## src/rtl/stopwatch_pkg.sv

```systemverilog
// Shared stopwatch definitions: FSM state encoding and BCD digit constants.
package stopwatch_pkg;

   typedef enum logic [1:0] {
      ST_IDLE  = 2'd0,
      ST_RUN   = 2'd1,
      ST_PAUSE = 2'd2
   } sw_state_t;

   localparam int unsigned DIG_W   = 4;
   localparam logic [3:0]  DIG_MAX = 4'd9;

endpackage

```

## src/rtl/bcd_digit_en.sv

```systemverilog
// One mod-10 BCD digit with enable, synchronous clear and carry out.
//   clk     : system clock, rising edge
//   rst     : synchronous active-high reset
//   clr     : synchronous clear, wins over en
//   en      : advance the digit this cycle
//   q       : current digit value, always 0..9
//   carry_c : combinational carry, en and q at 9 (enables the next digit)
module bcd_digit_en
   import stopwatch_pkg::*;
(
   input  logic             clk,
   input  logic             rst,
   input  logic             clr,
   input  logic             en,
   output logic [DIG_W-1:0] q,
   output logic             carry_c
);

   assign carry_c = en && (q == DIG_MAX);

   // Digit register: wraps 9 -> 0 when enabled
   always_ff @(posedge clk) begin
      if (rst || clr) begin
         q <= '0;
      end else if (en) begin
         if (q == DIG_MAX) begin
            q <= '0;
         end else begin
            q <= q + DIG_W'(1);
         end
      end
   end

endmodule

```

## src/rtl/stopwatch_ctrl.sv

```systemverilog
// Stopwatch controller: prescaler, run/pause FSM, cascaded BCD counter and
// lap (display freeze) snapshot.
//   clk        : system clock, rising edge
//   rst        : synchronous active-high reset
//   start_stop : pulse, toggles run/pause (IDLE starts running)
//   clear      : pulse, zeroes everything and returns to IDLE
//   lap        : pulse, toggles display freeze
//   cnt        : displayed BCD digits, digit 0 in [3:0]
//   running    : high in RUN
//   lap_hold   : high while display is frozen
//   overflow   : sticky full-scale wrap flag
module stopwatch_ctrl
   import stopwatch_pkg::*;
#(
   parameter int unsigned TICK_DIV = 100000,
   parameter int unsigned NDIG     = 4
) (
   input  logic                  clk,
   input  logic                  rst,
   input  logic                  start_stop,
   input  logic                  clear,
   input  logic                  lap,
   output logic [DIG_W*NDIG-1:0] cnt,
   output logic                  running,
   output logic                  lap_hold,
   output logic                  overflow
);

   localparam int unsigned PW  = $clog2(TICK_DIV);
   localparam int unsigned CW  = DIG_W * NDIG;

   sw_state_t         state;
   logic [PW-1:0]     pre;
   logic [CW-1:0]     live;
   logic [CW-1:0]     snap;
   logic [NDIG-1:0]   en;
   logic [NDIG-1:0]   carry;
   logic              tick;

   assign tick = (state == ST_RUN) && (pre == PW'(TICK_DIV - 1));

   // Digit chain: digit k advances when tick is high and all lower digits are 9
   for (genvar k = 0; k < NDIG; k++) begin : g_dig
      if (k == 0) begin : g_lsd
         assign en[k] = tick;
      end else begin : g_upper
         assign en[k] = carry[k-1];
      end

      bcd_digit_en u_dig (
         .clk     (clk),
         .rst     (rst),
         .clr     (clear),
         .en      (en[k]),
         .q       (live[k*DIG_W +: DIG_W]),
         .carry_c (carry[k])
      );
   end

   assign cnt = lap_hold ? snap : live;

   // FSM, prescaler, lap snapshot and overflow; clear > start_stop > lap
   always_ff @(posedge clk) begin
      if (rst) begin
         state    <= ST_IDLE;
         running  <= 1'b0;
         pre      <= '0;
         lap_hold <= 1'b0;
         snap     <= '0;
         overflow <= 1'b0;
      end else if (clear) begin
         state    <= ST_IDLE;
         running  <= 1'b0;
         pre      <= '0;
         lap_hold <= 1'b0;
         overflow <= 1'b0;
      end else begin
         // Prescaler holds outside RUN so a resume continues the partial tick
         if (state == ST_RUN) begin
            pre <= tick ? '0 : pre + PW'(1);
         end

         if (carry[NDIG-1]) begin
            overflow <= 1'b1;
         end

         if (start_stop) begin
            case (state)
               ST_IDLE: begin
                  state   <= ST_RUN;
                  running <= 1'b1;
               end
               ST_RUN: begin
                  state   <= ST_PAUSE;
                  running <= 1'b0;
               end
               ST_PAUSE: begin
                  state   <= ST_RUN;
                  running <= 1'b1;
               end
               default: begin
                  state   <= ST_IDLE;
                  running <= 1'b0;
               end
            endcase
         end else if (lap) begin
            if (lap_hold && (state != ST_IDLE)) begin
               lap_hold <= 1'b0;
            end else if (!lap_hold && (state == ST_RUN)) begin
               snap     <= live;
               lap_hold <= 1'b1;
            end
         end
      end
   end

endmodule
```

## config.mk

```make
export PLATFORM = sky130hd
export DESIGN_NAME = stopwatch_ctrl
export DESIGN_NICKNAME = d
export VERILOG_FILES = /design/src/rtl/stopwatch_pkg.sv /design/src/rtl/bcd_digit_en.sv /design/src/rtl/stopwatch_ctrl.sv
export SDC_FILE = /design/constraint.sdc
export NUM_CORES = 1
export LEC_CHECK = 0
export CORE_UTILIZATION = 45
export CTS_BUF_LIST = sky130_fd_sc_hd__clkbuf_4
export DETAILED_ROUTE_END_ITERATION = 12
export PLACE_DENSITY = 0.66
export SETUP_SLACK_MARGIN = 0.5
export SYNTH_ARGS = -nofsm -noshare
export SYNTH_HDL_FRONTEND = slang
export SYNTH_SLANG_ARGS = --single-unit
```

## constraint.sdc

```tcl
create_clock -name clk -period 5.9 [get_ports clk]
set_input_delay 0.59 -clock clk [delete_from_list [all_inputs] [get_ports clk]]
set_output_delay 0.59 -clock clk [all_outputs]
set_load 0.03 [all_outputs]
```

; ---- Yosys cells after proc, flatten, opt, wreduce, memory -nomap -nowiden
; Index checks and enable logic that the tools add are counted.
[word_totals]
regBits = 54
in_bits = 5
output_inout_bits = 19
word_cells = 51
[classes]
addsub = 5
n_eq_ne = 7
mux = 10
bitwise = 3
n_reduce_logical = 16
[ops]
columns = cell, n
row1 = "adder 17 x 1 -> 17 bit, second input constant", 1
row2 = "== test 17 bit, second input constant", 1
row3 = 2-to-1 mux 17 bit, 1
row4 = "adder 4 x 1 -> 4 bit, second input constant", 4
row5 = "== test 4 bit, second input constant", 4
row6 = 2-to-1 mux 16 bit, 1
row7 = 2-to-1 mux 4 bit, 4
row8 = logical AND 1 bit, 7
row9 = AND reduction 5 bit, 1
row10 = one-hot mux 2 bit (2 select lines), 1
row11 = nonzero test 2 bit, 2
row12 = OR reduction 2 bit, 2
row13 = 2-to-1 mux 1 bit, 3
row14 = NOT 1 bit, 3
row15 = AND reduction 3 bit, 1
row16 = "== test 2 x 1 -> 1 bit, second input constant", 1
row17 = "== test 2 bit, second input constant", 1
row18 = logical NOT 2 bit, 1
row19 = logical NOT 1 bit, 1
row20 = logical OR 1 bit, 1

; ---- Depth between registers and ports, before layout
; Gate-level depths: netlist of run 1.
[logic_depth]
ltp_word = 6
ltp_mapped = 7
depth_no_buf = 6

; ---- By module
; Synthesis of run 1 repeated with hierarchy kept, for this count alone.
[hier_totals]
hier_cells = 277
hier_area_um2 = 2656.3
[modules_own_cells]
columns = module, n_inst, cells_each, area_each_um2
row1 = stopwatch_ctrl, 1, 197, 1900.6
row2 = bcd_digit_en, 4, 20, 188.9

; ---- Worst setup path after synthesis of run 1
; OpenSTA, ideal clock, no wires.
[synth_timing]
path_type = register to register
from = reg pre[5]
to = reg g_dig[2].u_dig.q[1]
t_arrival_ps = 2119
setup_slack_ps = 3711
stages_incl_launch_ff = 6
n_path_buf = 0
synth_period_minus_slack_ps = 2189
cell_sequence = dfxtp_1 > or4_4 > or4_4 > or2_1 > or3_1 > a21oi_1
[synth_between]
elab_chain_len = 4
[synth_lines]
columns = element, line
row1 = start: declaration, stopwatch_ctrl.sv:33  ; logic [PW-1:0] pre;
row2 = start signal: assignment, stopwatch_ctrl.sv:80  ; pre <= tick ? '0 : pre + PW'(1);
row3 = == test 17 bit, stopwatch_ctrl.sv:40  ; assign tick = (state == ST_RUN) && (pre == PW'(TICK_DIV - 1));
row4 = logical AND 1 bit, stopwatch_ctrl.sv:40
row5 = logical AND 1 bit (2 in series), bcd_digit_en.sv:19  ; assign carry_c = en && (q == DIG_MAX);
row6 = end signal: assignment, bcd_digit_en.sv:29  ; q <= q + DIG_W'(1);
row7 = end: declaration, bcd_digit_en.sv:15  ; output logic [DIG_W-1:0] q,
; Every way passes these cells.
; A chain may end at the register's enable or synchronous reset.

; ---- Worst setup path in the final report of run 1
[layout_timing]
from = reg lap_hold
to = out cnt[2]
[layout_between]
elab_chain_len = 1
[layout_lines]
columns = element, line
row1 = start: declaration, stopwatch_ctrl.sv:25  ; output logic lap_hold,
row2 = start signal: assignment, stopwatch_ctrl.sv:68  ; lap_hold <= 1'b0;
row3 = start signal: assignment, stopwatch_ctrl.sv:75  ; lap_hold <= 1'b0;
row4 = start signal: assignment, stopwatch_ctrl.sv:108  ; lap_hold <= 1'b0;
row5 = 2-to-1 mux 16 bit, stopwatch_ctrl.sv:60  ; assign cnt = lap_hold ? snap : live;
row6 = end: declaration, stopwatch_ctrl.sv:23  ; output logic [DIG_W*NDIG-1:0] cnt,
; Every way passes these cells.

==> results of run 1 <==
==> layout make-up <==
| type | instances | share of cell area |
|---|---|---|
| multi-input cells | 238 | 0.483 |
| clock inverters | 2 | 0.0129 |
| inverters | 4 | 0.00515 |
| flip-flops and latches | 54 | 0.371 |
| clock buffers | 6 | 0.0154 |
| well taps | 72 | 0.0309 |
| repair buffers | 24 | 0.0815 |
==> cell families (layout without fill, tap and decap cells) <==
kind of cell	Yosys count	after routing
AOI/OAI and AO/OA	41	41
xor gates and xnor gates	21	21
DFF	54	54
muxes	17	17
adders and majority gates	1	1
buffers and inverters	17	36
and+or+nand+nor	158	158
==> routing by layer <==
metal  part of all wire  global-route usage  vias up  wire (microns)
met5                  0                   0        -               0
met4              0.014              0.0755        0              74
met3              0.027              0.0393        8             142
met2               0.47               0.322       27            2460
met1               0.49               0.231     1009            2550
li1                   -                   -     1094               -
==> power by group through the flow <==
stage	logic [W]	registers, W	clock network, W
finish	0.0000173	0.000368	0.000211
global route	0.0000193	0.000368	0.000230
CTS	0.0000175	0.000368	0.000216
detailed placement	0.0000174	0.000375	0
global placement	0.0000172	0.000375	0
floorplan	0.0000106	0.000375	0
==> metrics by stage <==
stage / util / worst slack (ns) / instances
floorplan: - / 3.71 / 309
global placement: 0.518 / 3.27 / 392
CTS: 0.533 / 2.93 / 400
detailed placement: 0.518 / 3.26 / 392
global route: 0.533 / 2.80 / 400
finish: 0.533 / 2.97 / 400
==> worst register-to-register path, cell delays in order (launching register included) <==
cell                      delay [ns]
sky130_fd_sc_hd__dfxtp_1        0.40
sky130_fd_sc_hd__or4_4          0.58
sky130_fd_sc_hd__or4_4          0.56
sky130_fd_sc_hd__or2_1          0.29
sky130_fd_sc_hd__or3_1          0.31
sky130_fd_sc_hd__a21oi_1        0.14
==> worst min path at each step <==
stage               cells past startpoint  slack (ns)       end      from
floorplan                               2        0.43   snap[0]   snap[0]
global placement                        2        0.44   snap[7]   snap[7]
detailed placement                      2        0.45  snap[15]  snap[15]
CTS                                     2        0.47  snap[15]  snap[15]
global route                            2        0.49  snap[15]  snap[15]
finish                                  2        0.47  snap[15]  snap[15]
==> flip-flops by register name, summed over array words and instances (netlist names) <==
signal	count
overflow	1
state	2
snap	16
running	1
g_dig.u_dig.q	16
pre	17
lap_hold	1
==> cells in the final DEF, fill, tap and decap left out, drive strengths merged, types with 3 or more instances in the layout <==
cell            n
nand2b          8
clkdlybuf4s50  23
nand4           7
nand2          57
mux2           13
clkbuf          6
a21oi          27
mux2i           4
nand3          11
nor2b           5
nor3            7
inv             4
xor2           12
or4b            3
xnor2           9
nor2           38
or3             3
dfxtp          54
o21ai           6
or4             5
==> run summary, run 1 <==
The commonest cells after synthesis are 57 x sky130_fd_sc_hd__nand2_1, 54 x sky130_fd_sc_hd__dfxtp_1, 38 x sky130_fd_sc_hd__nor2_1. Summed over all instances, the cell type with the most area after synthesis is sky130_fd_sc_hd__dfxtp_1. Share of synthesized area occupied by flip-flops and latches: 0.424.

Combinational family with the most area after synthesis: simple AND/OR/NAND/NOR gates. After clock tree synthesis, the setup repair step added 0 buffers. The ratio of final minimum period to clock period was 0.497; the synthesized-area fraction occupied by xor and xnor cells was 0.0722.

Setup repair after global routing left no endpoint under its margin. Across the VDD grid, the largest voltage drop is 110 uV. The number of antenna violations at the first check in global routing was 0. The number of antenna diodes in the final layout is 0. The clock tree synthesis step divided the H-tree into 2 levels. Across the run, the number of max-cap violations was 0. After clock tree synthesis, the flow added hold-fix buffers numbering 0. TritonCTS built the clock tree.

STA puts the critical path data required time at 5.31 ns. In this run the critical register-to-register path is captured at g_dig[2].u_dig.q[1]. Setup violations remaining at the end of the flow were counted as 0. The register area was 1080 sq um. The total global routing track utilization is 0.189, and the number of global-route vias before repair is 1992.

The number of synthesized flops with an enable pin was 0. The combinational group share of total power was 0.029. The most repeated cell in the gate-level netlist after synthesis was sky130_fd_sc_hd__nand2_1.

The path class of the tightest hold or removal check is register to register. The starting utilization of the core area was 0.466. The relative contribution of the clock network to total power came out at 0.354. For the site row count, the log shows 27.

By startpoint and endpoint, the worst setup path is classified as register to output pin. After synthesis the cells add up to 2550 sq um. A synthesized cell averages 8.25 sq um. The share of async-settable or async-resettable flops after synthesis was 0; the maximum root-to-sink buffer count was 2.

The signed area change from the synthesized netlist to the final layout is 14.4%. The endpoint of the most critical setup path was cnt[2]. In the final layout, the multi-input gates occupy 1410 sq um.

Summed over all cells, the static leakage comes to 0.916 nW. The tree is rooted in a sky130_fd_sc_hd__clkbuf_4. For the full die area, the log shows 5970 sq um. The tools report the final count of pins violating max slew as 0. The worst setup path is captured at an output pin. The detail-routed net length per standard cell came out at 13.1 microns. Clock-pin slew was measured on the worst setup and hold paths at 0.15 ns. The sequential share of power came out at 0.617. In this run the standard cell core region covers 5470 sq um. Summed over all failing endpoints, the final setup total negative slack is 0 ns. Power density over cell area: 204 nW/um^2.

Nature of the critical path startpoint: a register. Grouping stages by cell kind, the critical path spends the most delay in flip-flops. The first global-routing pass estimated 9.00 mm of wire. The synthesized netlist contains 42 unique library cells. The tools report the placer's final routability congestion estimate as 0.770.

Worst reg-to-reg setup slack: 3.55 ns. The run gives 2.34 ns as the worst path arrival time. In this run the cell area measured after placement is 2830 sq um. The share of the synthesized area in the top cell type is 0.424. The total via count after detailed routing was 2138; the proportion of synthesized area in mux cells was 0.0731. From bottom edge to top edge, the die measures 77.3 microns. The total of cells resized after clock tree synthesis is 0, and the critical path depth in cells is 2. The total non-filler cell area in the finished layout was 2920 sq um; the number of storage elements in the synthesis netlist was 54. After filler insertion, the fill cell instance count of the layout stands at 538.

TritonCTS created 5 clock buffers. The net count of the finished layout is 333. Clock tree synthesis found a total of 54 sinks.

For the pin with the worst max-slew slack, the measured transition is 0.910 ns. 24 I/O pins were placed. The area fraction in and, or, nand and nor cells after synthesis was 0.312; the adder-cell share of the synthesized area was 0.00491. In the synthesized netlist the dominant register cell turns out to be sky130_fd_sc_hd__dfxtp_1. The detail route stage leaves a number of antenna-violating nets equal to 0. The signal on the critical path passes through mux2_2 > clkdlybuf4s50_1. In this run the worst path has a maximum fanout of 24. The switching fraction of total power is 0.218. The fraction of layout cells with a size suffix above 1 is 0.0976, and the source-to-sink clock delay at the later pin of the worst-skew pair is 0.37 ns. Yosys attributes the largest share of cell area to sky130_fd_sc_hd__dfxtp_1 42%, sky130_fd_sc_hd__nand2_1 8.4%, sky130_fd_sc_hd__mux2_2 5.7%. The number of nets in the synthesized netlist is 315. In the routed layout, each cell is associated on average with a via count of 5.35. The tools report the first-pass iteration count of the detailed router as 5. The flow ran to the end, and the final reports show no timing, DRC or antenna violations.

The worst register-to-register path has a depth of 5. The compound-gate portion of the synthesized area works out to 0.0889. The first routing iteration left 74 violations.

Summed over all nets, the switching power comes to 0.000130 W. Internal power comes to 0.000466 W. The half-perimeter wire length after placement came out at 3.65 mm. The worst max-slew margin expressed relative to the limit was 0.393. Tracing the worst setup path back leads to its startpoint at lap_hold. The tools report the worst-case hold slack as 0.467 ns. After detailed routing, the number of remaining DRC violations is 0.

The highest-delay cell along the critical path was sky130_fd_sc_hd__dfxtp_1. Based on the critical path, the design can be clocked at up to 341 MHz. The startpoint of the lowest-slack register-to-register path is pre[5]. Synthesis produced 309 cells. Entering global routing, the biggest net connects 25 pins.

In this run the horizontal extent of the chip is 77.3 microns. The design draws 0.000596 W. The count of final hold-check violations is 0.

The total congestion overflow was 0; the total number of yosys warnings was 0. The detailed-route wire length was 5.22 mm; the post-layout minimum cycle time was 2.93 ns. The largest single stage delay on the critical path is 0.95 ns. The run gives 0.0129 ns as the clock skew after layout.

Buffers placed on the I/O ports in this run total 23. The sum of buffers and inverters on the critical path is 1.
No activity file was read; power rests on OpenSTA's default activity.
==> run 2: changes to the inputs <==
Clock period 5.9 ns to 2.8 ns, I/O delays scaled along.
==> run 2 against run 1 <==
Against the previous run:
- first-iteration DRC count is 26% higher
- hold slack worse by 0.0049 ns
- combinational power is 120% higher
==> run summary, run 2 (same netlist as run 1, synthesis figures left out) <==
pre holds more flip-flops than any other register. The flip-flop count of the largest register, all copies and words added was 17 (unchanged). Setup repair after global routing could not meet its margin everywhere.

The tools report the CTS sink count as 54 (unchanged). Clock skew after layout: 0.00796 ns (-0.00498 ns). The run gives 0 ns (unchanged) as the final-layout setup total negative slack.

The net count of the finished layout was 338 (+1.5%). Root cell of the clock tree: sky130_fd_sc_hd__clkbuf_4. The die boundary height was 77.3 microns (unchanged); the full die area was 5970 sq um (unchanged). The number of hold buffers added after cts is 0 (unchanged), and the number of remaining DRC errors is 0 (unchanged). The flow ran to the end, and the final reports show no timing, DRC or antenna violations.

The tools report the number of buffers inserted during clock tree synthesis as 5 (unchanged). The critical path goes through or4_4 > or4_4 > or2_4 > or3_1 > a21oi_1. Critical path's largest stage delay: 0.55 ns (-0.40 ns).

The site row count was 27 (unchanged); the slew at the pin closest to its max-slew limit was 0.613 ns (-0.297 ns). The number of buffers added on ports works out to 23 (unchanged). The maximum root-to-sink buffer count is 2 (unchanged), and the post-detailed-route count of antenna-violating nets is 0 (unchanged). The tools report the worst max-slew margin expressed relative to the limit as 0.591 (+0.198). The per-cell via count in the routed design came out at 5.27 (-1.4%).

STA classifies the critical path startpoint as a register. The run gives 527 (-2.0%) as the fill cell instance count of the final layout. The total power of the final layout came out at 0.00115 W (+92%). The critical path is of the register to register type. The worst ir drop on vdd was 175 uV (+59%).

The fraction of layout cells with a size suffix above 1 is 0.132 (+0.0346). The number of global-route vias before repair is 1924 (-3.4%), and the final count of pins violating max slew is 0 (unchanged). Count of endpoints failing setup in the final report: 0 (unchanged). The count of final hold-check violations is 0 (unchanged). The detailed-route wire length was 5.27 mm (+0.98%). The required arrival time at the worst endpoint is 3.11 ns (-2.20 ns). Leading cell type in the layout, fill and taps excluded: sky130_fd_sc_hd__nand2_1. The logs give 8.91 mm (-1.1%) for the global-route wire length before repair and 4 (-1) for the first-pass iteration count of the detailed router. The max-capacitance violation count came out at 0 (unchanged). The number of antenna violations at the first check in global routing was 0 (unchanged); the clock transition at the registers of the reported paths was 0.15 ns (about the same).

For the reported leakage power, the log shows 0.939 nW (+2.5%). The library cells used most frequently in the layout, excluding fill and tap cells, are 56 x sky130_fd_sc_hd__nand2_1, 49 x sky130_fd_sc_hd__dfxtp_1, 38 x sky130_fd_sc_hd__nor2_1. Timing would allow up to 444 MHz.

Number of diodes added for antenna fixing: 0 (unchanged). The placer's final routability congestion estimate is 0.781 (+1.5%). TritonCTS built the clock tree. The die boundary width was 77.3 microns (unchanged). The number of DRC markers in iteration 0 is 93 (+26%), and the starting utilization of the core area is 0.466 (unchanged).

The largest registers in the layout are pre (17), g_dig.u_dig.q (16), snap (16). The post-layout minimum cycle time came out at 2.25 ns. The tightest min-delay check is of the register to register type. The worst setup path is captured at a register.

By instance count, the cell type seen most on the critical path is sky130_fd_sc_hd__or4_4. The combined area of the multi-input logic cells was 1420 sq um (+0.80%). The worst reg-to-reg setup slack was 0.55 ns (-3.00 ns); the signed area change from the synthesized netlist to the final layout was 15.8%.

The largest net degree at the start of global routing is 25 (unchanged), and the ratio of final minimum period to clock period is 0.804. The run gives 1090 sq um (+1.3%) as the register area. Highest-delay cell along the critical path: sky130_fd_sc_hd__or4_4. The half-perimeter wire length after placement came out at 3.65 mm (about the same). The total congestion overflow came out at 0 (unchanged). The logs give 2 (unchanged) for the deepest level of the CTS H-tree and 0.186 (-0.00329) for the total global routing track utilization.

The source-to-sink clock delay at the later pin of the worst-skew pair was 0.36 ns (about the same); the worst path arrival time was 2.56 ns (+0.22 ns). The maximum fanout encountered on the critical timing path was 4 (-83%). The floorplan core area was 5470 sq um (unchanged); the detail-routed net length per standard cell was 13.0 microns (-0.27%).

The power density over cell area works out to 389 nW/um^2 (+90%). Total via count after detailed routing: 2134 (-0.19%). The number of ports placed on the die boundary is 24 (unchanged).
run 2: cell types whose count changed in the layout (fill, tap and decap cells not counted), sizes merged:
cell      change
clkinvlp      -1
bufinv        -1
buf           +5
clkinv        +2
run 2: metal layers:
layer / share of wire / vias to the layer above / global-route usage
met5: 0 / - / 0
met4: 0.0044 / 0 / 0.0472
met3: 0.036 / 2 / 0.0405
met2: 0.48 / 31 / 0.310
met1: 0.48 / 995 / 0.242
li1: - / 1106 / -
run 2: layout make-up:
type | count | share of cell area
Multi-Input combinational cell | 238 | 0.482
Sequential cell | 54 | 0.371
Timing Repair Buffer | 29 | 0.0933
Tap cell | 72 | 0.0305
Clock buffer | 6 | 0.0153
Inverter | 4 | 0.00509
Clock inverter | 2 | 0.00297
run 2: final timing paths:
kind / to / depth (start not counted) / startpoint
min reg2reg: snap[4] / 2 / snap[4]
min: snap[4] / 2 / snap[4]
max: g_dig[2].u_dig.q[1] / 5 / pre[5]
max reg2reg: g_dig[2].u_dig.q[1] / 5 / pre[5]
run 2: repair_timing:
item                       in CTS  in global routing
gates resized for setup         4                  7
pin swaps                       0                  1
setup endpoints to repair      18                 19
setup buffers                   0                  3
run 2: report_power, final:
group	internal [W]	switching [W]
Combinational	0.0000137	0.0000251
Clock	0.000105	0.000232
Sequential	0.000768	0.00000353
Total	0.000886	0.000260
run 2: stage by stage:
| stage | area (sq um) | util | worst slack [ns] | hold WS (ns) | std cells |
|---|---|---|---|---|---|
| after floorplan | 2550 | - | 0.611 | 0.432 | 309 |
| after global placement | 2850 | 0.521 | 0.556 | 0.439 | 394 |
| after detailed placement | 2850 | 0.521 | 0.517 | 0.447 | 394 |
| after CTS | 2910 | 0.532 | 0.510 | 0.466 | 402 |
| after global routing | 2950 | 0.539 | 0.472 | 0.486 | 405 |
| final | 2950 | 0.539 | 0.548 | 0.462 | 405 |
run 2: critical path, delay by kind of cell, from the launching register on:
family,cells,cell delay [ns]
DFF,1,0.37
AOI/OAI and AO/OA,1,0.14
and+or+nand+nor,4,1.68
